## config.mk

```make
export PLATFORM = sky130hd
export DESIGN_NAME = adder_reg
export DESIGN_NICKNAME = d
export VERILOG_FILES = /design/src/rtl/adder_pkg.sv /design/src/rtl/adder_pipe_reg.sv /design/src/rtl/adder_reg.sv
export SDC_FILE = /design/constraint.sdc
export NUM_CORES = 1
export LEC_CHECK = 0
export CORE_AREA = 3 3 40 42
export DETAILED_ROUTE_END_ITERATION = 6
export DIE_AREA = 0 0 43 45
export DONT_BUFFER_PORTS = 1
export SYNTH_ARGS = -nofsm -noshare
export SYNTH_HDL_FRONTEND = slang
export SYNTH_SLANG_ARGS = --single-unit
```

## constraint.sdc

```tcl
create_clock -name clk -period 0.8 [get_ports clk]
set_input_delay 0.08 -clock clk [delete_from_list [all_inputs] [get_ports clk]]
set_output_delay 0.08 -clock clk [all_outputs]
set_load 0.02 [all_outputs]
```

## src/rtl/adder_pkg.sv

```systemverilog
// Shared constants and types for the registered adder.
package adder_pkg;

  localparam int ADDER_DEF_WIDTH = 2;

  function automatic int sum_width(input int w);
    return w + 1;
  endfunction

  typedef logic [ADDER_DEF_WIDTH:0] adder_sum_t;

endpackage

```

## src/rtl/adder_pipe_reg.sv

```systemverilog
// Generic W-bit pipeline flop, async active-low clear to zero.
module adder_pipe_reg #(
  parameter int W = 1
) (
  input  logic         clk,
  input  logic         rst,
  input  logic [W-1:0] d,
  output logic [W-1:0] q
);

  always_ff @(posedge clk or negedge rst) begin
    if (!rst) q <= '0;
    else      q <= d;
  end

endmodule

```

## src/rtl/adder_reg.sv

```systemverilog
// Registered unsigned adder, sum is WIDTH+1 bits so the carry is never lost.
// ADDER_IN_REG_EN adds an operand register stage (latency 2 instead of 1).
module adder_reg
  import adder_pkg::*;
#(
  parameter int WIDTH = ADDER_DEF_WIDTH
) (
  input  logic                        clk,
  input  logic                        rst,
  input  logic [WIDTH-1:0]            a,
  input  logic [WIDTH-1:0]            b,
  output logic [sum_width(WIDTH)-1:0] sum,
  output logic                        sum_vld
);

  localparam int SW = sum_width(WIDTH);
`ifdef ADDER_IN_REG_EN
  localparam int STAGES = 2;
`else
  localparam int STAGES = 1;
`endif

  logic [WIDTH-1:0] op_a, op_b;
  logic [SW-1:0]    sum_d;
  logic [STAGES:0]  vld_pipe;

`ifdef ADDER_IN_REG_EN
  adder_pipe_reg #(.W(WIDTH)) u_a_reg (.clk(clk), .rst(rst), .d(a), .q(op_a));
  adder_pipe_reg #(.W(WIDTH)) u_b_reg (.clk(clk), .rst(rst), .d(b), .q(op_b));
`else
  assign op_a = a;
  assign op_b = b;
`endif

  assign sum_d = {1'b0, op_a} + {1'b0, op_b};

  adder_pipe_reg #(.W(SW)) u_sum_reg (.clk(clk), .rst(rst), .d(sum_d), .q(sum));

  // A constant 1 marches through the stages after reset release; once it
  // reaches the end it stays there until the next reset.
  assign vld_pipe[0] = 1'b1;
  for (genvar s = 0; s < STAGES; s++) begin : g_vld
    adder_pipe_reg #(.W(1)) u_vld_reg (
      .clk(clk), .rst(rst), .d(vld_pipe[s]), .q(vld_pipe[s+1])
    );
  end
  assign sum_vld = vld_pipe[STAGES];

endmodule

```

==> metrics, run 1 <==
vias in the first global route 123; most common cell in the synthesized netlist inv_1; PwrDens 2330 nW/um^2; Core Util, Final 17.8%; critical-path maximum fanout 1; row cnt 13; EDFF count, synth 0; chip width 43 um; CTS buffer count 3; drt pass-1 iters 1; # DRC 0; worst vdd ir 0.000260 V; CTS H-Tree Depth 1; Critical Path End Type output port; Final nets 27; Detail Placement HPWL between 200 and 300 um; met1 Usage GRT 2.19%; Vias/cell between 3 and 4; Post-Synth Simple-Gate Area 0%; P_leak 0.000112 uW; sequential share of power between 40% and 50%; sequential area share after synthesis 64.5%; Hold WC Path Type in -> async; top cell type's share of synthesized area 64.5%; fin crit share 93.4%; Hold Vio Cnt, Final 0; post-synth cell types 5; max-slew violations 0; setup violators final 0; Compound-Gate Fraction of Synth Area 0%; ANT nets after route 0; ant diodes 0; cell count after synthesis 12; sw frac 23.0%; Int Pwr 410 uW; TritonCTS clock tree done; Mean Syn Cell Area 12.9 sq um; RSZ-0062 raised after global routing false; met2 usage 5.39%; DR iter-0 viols 0; Vias 98; share of cells above drive strength 1 29.4%; #FFs+latches synth 4; routed len/inst 9.56 um; Max-cap violations 0; mapped cell area 155 sq um; post-synthesis mux area share 0%; initial antenna violation count 0; top cells by count, synth inv_1, dfrtp_1, conb_1, fa_1, ha_1; Die H 45 um; ys flop type dfrtp_1; I/O Pins 10; yosys warns 0; max frequency ~1.3 GHz; main combinational cell family by area after synthesis adder cells; Overall Power between 500 and 600 uW; Global Route met3 Usage 6.77%; final wirelength 306 um; Post-Synth XOR/XNOR Area 0%; Async SR Flop Fraction between 90% and 100%; RePlAce Congestion 0.655; Synth area leader dfrtp_1; CP Class reg -> out; Starting Density 12.1%; syn_nets 20; WP data required 720 ps; Die ar. 1940 sq um; GRT busiest layer met4; synth top area cells dfrtp_1, fa_1, inv_1; cts repair resizes 0; post-layout minimum cycle time 747 ps; CTS Buffer Depth 2; GRT Total Usage 4.68%; adder-cell share of the synthesized area about a fifth; largest net degree at the start of global routing 5; Sw Pwr between 100 and 150 uW; area grow syn2layout 47.6%; core box area 1280 sq um; clk slew on worst S/H paths 40 ps; run status finished clean; first-pass GRT wire length 483 um; Clk network pwr share 44.9%; crit path DAT 670 ps; type of origin of the critical path register; port bufs 0; # clock sinks 4; Comb pwr share 7.1%; CTS Root Cell clkbuf_4; global-route congestion overflow total 0; total of fill cells in the finished design 139
==> per-layer routing <==
| metal | vias to the layer above | part of all wire (%) |
|---|---|---|
| met2 | 12 | 39 |
| met4 | 0 | 4.6 |
| li1 | 41 | - |
| met1 | 43 | 26 |
| met5 | - | 0 |
| met3 | 2 | 30 |
==> state kept, by name, indices dropped and copies added, names as in the netlist <==
| register | cells |
|---|---|
| u_sum_reg.q | 3 |
| g_vld.u_vld_reg.q | 1 |
==> final timing paths <==
kind / slack (ps) / depth (start not counted) / end / start
hold / removal: 120 / 1 / u_sum_reg.q[2] / rst
max in group asynchronous: 500 / 1 / u_sum_reg.q[1] / rst
min in group clk: 120 / 3 / u_sum_reg.q[2] / b[1]
setup / recovery: 50 / 0 / sum[2] / u_sum_reg.q[2]
==> cell type report <==
cell class | instances | area (sq um) | area share, %
timing repair buffer | 2 | 20.0 | 8.74
inverter | 5 | 18.8 | 8.20
multi-input combinational | 3 | 48.8 | 21.3
sequential | 4 | 100 | 43.7
tap | 15 | 18.8 | 8.20
clock buffer | 3 | 22.5 | 9.84
==> logic make-up after synthesis <==
logic type / after synthesis
other: 1
DFF: 4
adders and majority gates: 2
buffers and inverters: 5
==> repair_timing <==
action,4_1_cts,5_1_grt
endpoints found under the setup margin,0,0
hold buffers,2,0
setup buffers,0,0
endpoints found under the hold margin,5,0
==> power groups by stage <==
stage | Sequential (uW) | Clock, uW | Combinational (uW)
2_1_floorplan | 256 | 0 | 19.2
3_3_place_gp | 258 | 0 | 21.1
3_5_place_dp | 260 | 0 | 24.0
4_1_cts | 257 | 255 | 38.5
5_1_grt | 258 | 279 | 45.1
6_report | 256 | 239 | 37.8
==> through the flow <==
step / instance area, sq um / setup TNS (ps) / hold WS [ps] / worst slack, ps / std cells
after floorplan: 168 / -45.5 / -216 / -45.5 / 12
after global placement: 186 / -56.3 / -216 / -56.3 / 27
after detailed placement: 186 / -66.5 / -215 / -66.5 / 27
after CTS: 229 / 0 / 114 / 39.5 / 32
after global routing: 229 / 0 / 123 / 24.6 / 32
final: 229 / 0 / 120 / 53.0 / 32
==> placed cells by master (no fill, tap or decap) <==
cell           Yosys  layout
dlygate4sd3_1      0       2
inv_1              5       4
fa_1               1       1
dfrtp_1            4       4
ha_4               0       1
conb_1             1       1
inv_2              0       1
clkbuf_4           0       3
No activity file was read; power rests on OpenSTA's default activity.
==> run 2, diff against run 1 <==
- CELL_PAD_IN_SITES_DETAIL_PLACEMENT: default -> 1
- CELL_PAD_IN_SITES_GLOBAL_PLACEMENT: default -> 2
- CTS_CLUSTER_SIZE: default -> 30
- PLACE_DENSITY_LB_ADDON: default -> 0.1
- SYNTH_HIERARCHICAL: default -> 1
==> metrics, run 2 <==
crit path DAT 660 ps (about the same); Vias 88 (-10%); Sw Pwr 125 uW (+1.5%); Mean Syn Cell Area 12.9 sq um (unchanged); yosys warns 6 (+6); Starting Density 12.1% (unchanged); largest net degree at the start of global routing 5 (unchanged); sequential share of power 47.4% (-0.6 points); mapped cell area 155 sq um (unchanged); # DRC 0 (unchanged); Critical Path End Type output port; port bufs 0 (unchanged); top cell type's share of synthesized area 64.5% (unchanged); Vias/cell 2.75 (-10%); #FFs+latches synth 4 (unchanged); CTS H-Tree Depth 1 (unchanged); placed cells 27 (unchanged); Hold Slack 117 ps (-2.56 ps); final wirelength 263 um (-14%); Worst path depth 0 (unchanged); Hold Vio Cnt, Final 0 (unchanged); synth top area cells dfrtp_1, fa_1, inv_1; Die H 45 um (unchanged); run status finished clean; Hold WC Path Type in -> async; routed len/inst 8.22 um (-14%); Synth area leader dfrtp_1; cell count after synthesis 12 (unchanged); most common cell in the synthesized netlist inv_1; global-route congestion overflow total 0 (unchanged); Clk network pwr share 45.0% (about the same); first-pass GRT wire length 420 um (-13%); fin crit share 92.8% (-0.55 points); ys flop type dfrtp_1; area grow syn2layout 47.6% (unchanged); Post-Synth Simple-Gate Area 0% (unchanged); registers with the most flip-flops u_sum_reg/q (3), g_vld.u_vld_reg/q (1); Die ar. 1940 sq um (unchanged); Largest Register u_sum_reg/q; Final nets 27 (unchanged); CTS Root Cell clkbuf_4; chip width 43 um (unchanged); EDFF count, synth 0 (unchanged); Overall Power 537 uW (+0.70%); RSZ-0062 raised after global routing false; row cnt 13 (unchanged); Max-cap violations 0 (unchanged); P_leak 0.000112 uW (unchanged); Comb pwr share 7.5% (+0.4 points); max reg flops 3 (unchanged); adder-cell share of the synthesized area 21.0% (unchanged); sequential area share after synthesis 64.5% (unchanged); Detail Placement HPWL 215 um (-22%); post-synth cell types 5 (unchanged); ANT nets after route 0 (unchanged); post-synthesis mux area share 0% (unchanged); CTS buffer count 3 (unchanged); Int Pwr 412 uW (+0.46%); worst vdd ir 0.000310 V (+19%); drt pass-1 iters 1 (unchanged); core box area 1280 sq um (unchanged); share of cells above drive strength 1 29.4% (unchanged); ant diodes 0 (unchanged); TritonCTS clock tree done; CTS Buffer Depth 2 (unchanged); clk slew on worst S/H paths 40 ps (about the same); # clock sinks 4 (unchanged); I/O Pins 10 (unchanged); critical-path maximum fanout 1 (unchanged); Core Util, Final 17.8% (unchanged); initial antenna violation count 0 (unchanged); DR iter-0 viols 0 (unchanged); Post-Synth XOR/XNOR Area 0% (unchanged); WP data required 720 ps (about the same); vias in the first global route 115 (-6.5%); Compound-Gate Fraction of Synth Area 0% (unchanged); max frequency 1.35 GHz (+0.59%); CP Class reg -> out; most frequent cells in the layout inv_1, dfrtp_1, clkbuf_4; post-layout minimum cycle time 743 ps (-4.41 ps); RePlAce Congestion 0.532 (-19%); max-slew violations 0 (unchanged); setup violators final 0 (unchanged); GRT Total Usage 3.93% (-0.75 points); non-filler cells, final 32 (unchanged); Async SR Flop Fraction 100% (unchanged); type of origin of the critical path register; sw frac 23.2% (+0.18 points); top cells by count, synth inv_1, dfrtp_1, conb_1, fa_1, ha_1; PwrDens 2350 nW/um^2 (+0.70%); syn_nets 20 (unchanged); main combinational cell family by area after synthesis adder cells
run 2: cell counts after synthesis:
Identical to the previous run, type by type.
run 2: logic make-up after synthesis:
kind of cell,Yosys count
other cells,1
buf+inv,5
flops,4
fa+ha+maj,2
run 2: timing repair:
action                                  CTS  global route
endpoints found under the hold margin     5             0
resized for setup                         0             0
hold buffers                              2             0
buffers inserted                          0             0
endpoints found under the setup margin    0             0
run 2: power by group through the flow:
stage                     sequential [uW]  combinational, uW  clock (uW)
final                                 255               40.5         242
after global routing                  256               48.2         275
after CTS                             256               41.4         255
after detailed placement              258               28.3           0
after global placement                258               27.7           0
after floorplan                       256               19.2           0
run 2: area by class of cell:
class                   instances  area [sq um]
clock buffers                   3          22.5
fillers                       142          1060
inverters                       5          18.8
multi-input cells               3          48.8
flip-flops and latches          4           100
well taps                      15          18.8
repair buffers                  2          20.0
run 2: final timing paths:
check / start / slack [ps] / to
worst min-delay path: rst / 120 / u_sum_reg/q[0]
max in group asynchronous: rst / 520 / u_sum_reg/q[2]
min in group clk: b[1] / 130 / u_sum_reg/q[1]
worst max-delay path: u_sum_reg/q[0] / 60 / sum[0]
run 2: metal layers:
layer | global-route usage, % | up-vias | wire [um]
met5 | 0 | - | 0
met4 | 9.04 | 0 | 12
met3 | 2.39 | 2 | 33
met2 | 2.99 | 11 | 95
met1 | 3.89 | 35 | 121
li1 | - | 40 | -
run 2: per-stage QoR:
step	cell area (sq um)	TNS, ps	worst slack [ps]
after floorplan	168	-45.5	-45.5
after global placement	186	-69.5	-69.5
after global routing	229	0	27.7
after detailed placement	186	-74.0	-74.0
final	229	0	57.5
after CTS	229	0	44.2
==> run 3, diff against run 2 <==
- GPL_TIMING_DRIVEN: default -> 0
- SLEW_MARGIN: default -> 15
==> metrics, run 3 (same netlist as run 2, synthesis figures left out) <==
ant diodes 0 (unchanged); P_leak 0.000112 uW (unchanged); TritonCTS clock tree done; run status finished clean; met1 wire length 105 um (-13%); Vias 90 (+2.3%); Worst path depth 0 (unchanged); Starting Density 12.1% (unchanged); setup violators final 0 (unchanged); max reg flops 3 (unchanged); area occupied by multi-input gates 48.8 sq um (unchanged); fin crit share 92.8% (about the same); final wirelength 257 um (-2.3%); CP Class reg -> out; Die H 45 um (unchanged); max-slew violations 0 (unchanged); Vias/cell 2.81 (+2.3%); cts repair resizes 0 (unchanged); ANT nets after route 0 (unchanged); Largest Register u_sum_reg/q; crit path DAT 660 ps (about the same); drt pass-1 iters 1 (unchanged); most frequent cells in the layout inv_1, dfrtp_1, clkbuf_4; worst vdd ir 0.000268 V (-13%); post-layout minimum cycle time 742 ps (-0.192 ps); vias in the first global route 109 (-5.2%); CTS buffer count 3 (unchanged); Critical Path End Type output port; Max-cap violations 0 (unchanged); RePlAce Congestion 0.522 (-1.8%); total of fill cells in the finished design 141 (-0.70%); share of cells above drive strength 1 29.4% (unchanged); Hold Slack 118 ps (+0.194 ps); top layer in use met4; chip width 43 um (unchanged); # clock sinks 4 (unchanged); CTS H-Tree Depth 1 (unchanged); routed len/inst 8.03 um (-2.3%); core box area 1280 sq um (unchanged); row cnt 13 (unchanged); metal3 WL 43 um (+30%); first-pass GRT wire length 407 um (-3.1%); RSZ-0062 raised after global routing false; Final nets 27 (unchanged); critical-path maximum fanout 1 (unchanged); largest net degree at the start of global routing 5 (unchanged); CTS Buffer Depth 2 (unchanged); non-filler cells, final 32 (unchanged); Placement Setup Slack -76.4 ps (-2.47 ps); setup TNS 0 ps (unchanged); registers with the most flip-flops u_sum_reg/q (3), g_vld.u_vld_reg/q (1); Hold WC Path Type in -> async; metal2 WL 95 um (unchanged); # DRC 0 (unchanged); placed cells 27 (unchanged); type of origin of the critical path register; Reg area 100 sq um (unchanged); Hold Vio Cnt, Final 0 (unchanged); I/O Pins 10 (unchanged); GRT Total Usage 3.84% (-0.087 points); Die ar. 1940 sq um (unchanged); clk slew on worst S/H paths 40 ps (about the same); setup ws final 57.6 ps (+0.192 ps); global-route congestion overflow total 0 (unchanged); WP data required 720 ps (about the same); initial antenna violation count 0 (unchanged); CTS Root Cell clkbuf_4; area grow syn2layout 47.6% (unchanged); port bufs 0 (unchanged); DR iter-0 viols 0 (unchanged); PwrDens 2340 nW/um^2 (-0.24%); max frequency 1.35 GHz (about the same)
## run 3: cell counts in the layout (fill, tap and decap cells not counted)
No cell type changed its count.
## run 3: what timing repair did
action / CTS / global route
hold endpoints to repair: 5 / 0
hold buffers: 2 / 0
setup endpoints to repair: 0 / 0
buffers inserted: 0 / 0
## run 3: per-layer routing
layer	global-route usage [%]	vias to the layer above
li1	-	40
met1	3.64	37
met2	2.99	11
met3	2.39	2
met4	9.04	0
met5	0	-
## run 3: worst paths after layout
kind | slack (ps) | from | to
hold / removal | 120 | rst | u_sum_reg/q[0]
setup / recovery | 60 | u_sum_reg/q[0] | sum[0]
max in group asynchronous | 520 | rst | u_sum_reg/q[2]
min in group clk | 130 | b[1] | u_sum_reg/q[1]
## run 3: where the power goes
group / internal (uW) / switching, uW / total (uW)
sequential: 223 / 32.0 / 255
combinational: 21.6 / 17.9 / 39.5
clock: 167 / 74.1 / 241
## run 3: final cells by class
class	count	share of cell area [%]
sequential	4	43.7
timing repair buffer	2	8.74
inverter	5	8.20
clock buffer	3	9.84
multi-input combinational	3	21.3
tap	15	8.20
## run 3: per-stage QoR
| step | power, uW | instance area [sq um] | util [%] |
|---|---|---|---|
| global placement | 286 | 186 | 14.5 |
| global route | 581 | 229 | 17.8 |
| CTS | 552 | 229 | 17.8 |
| finish | 536 | 229 | 17.8 |
| floorplan | 275 | 168 | - |
| detailed placement | 287 | 186 | 14.5 |
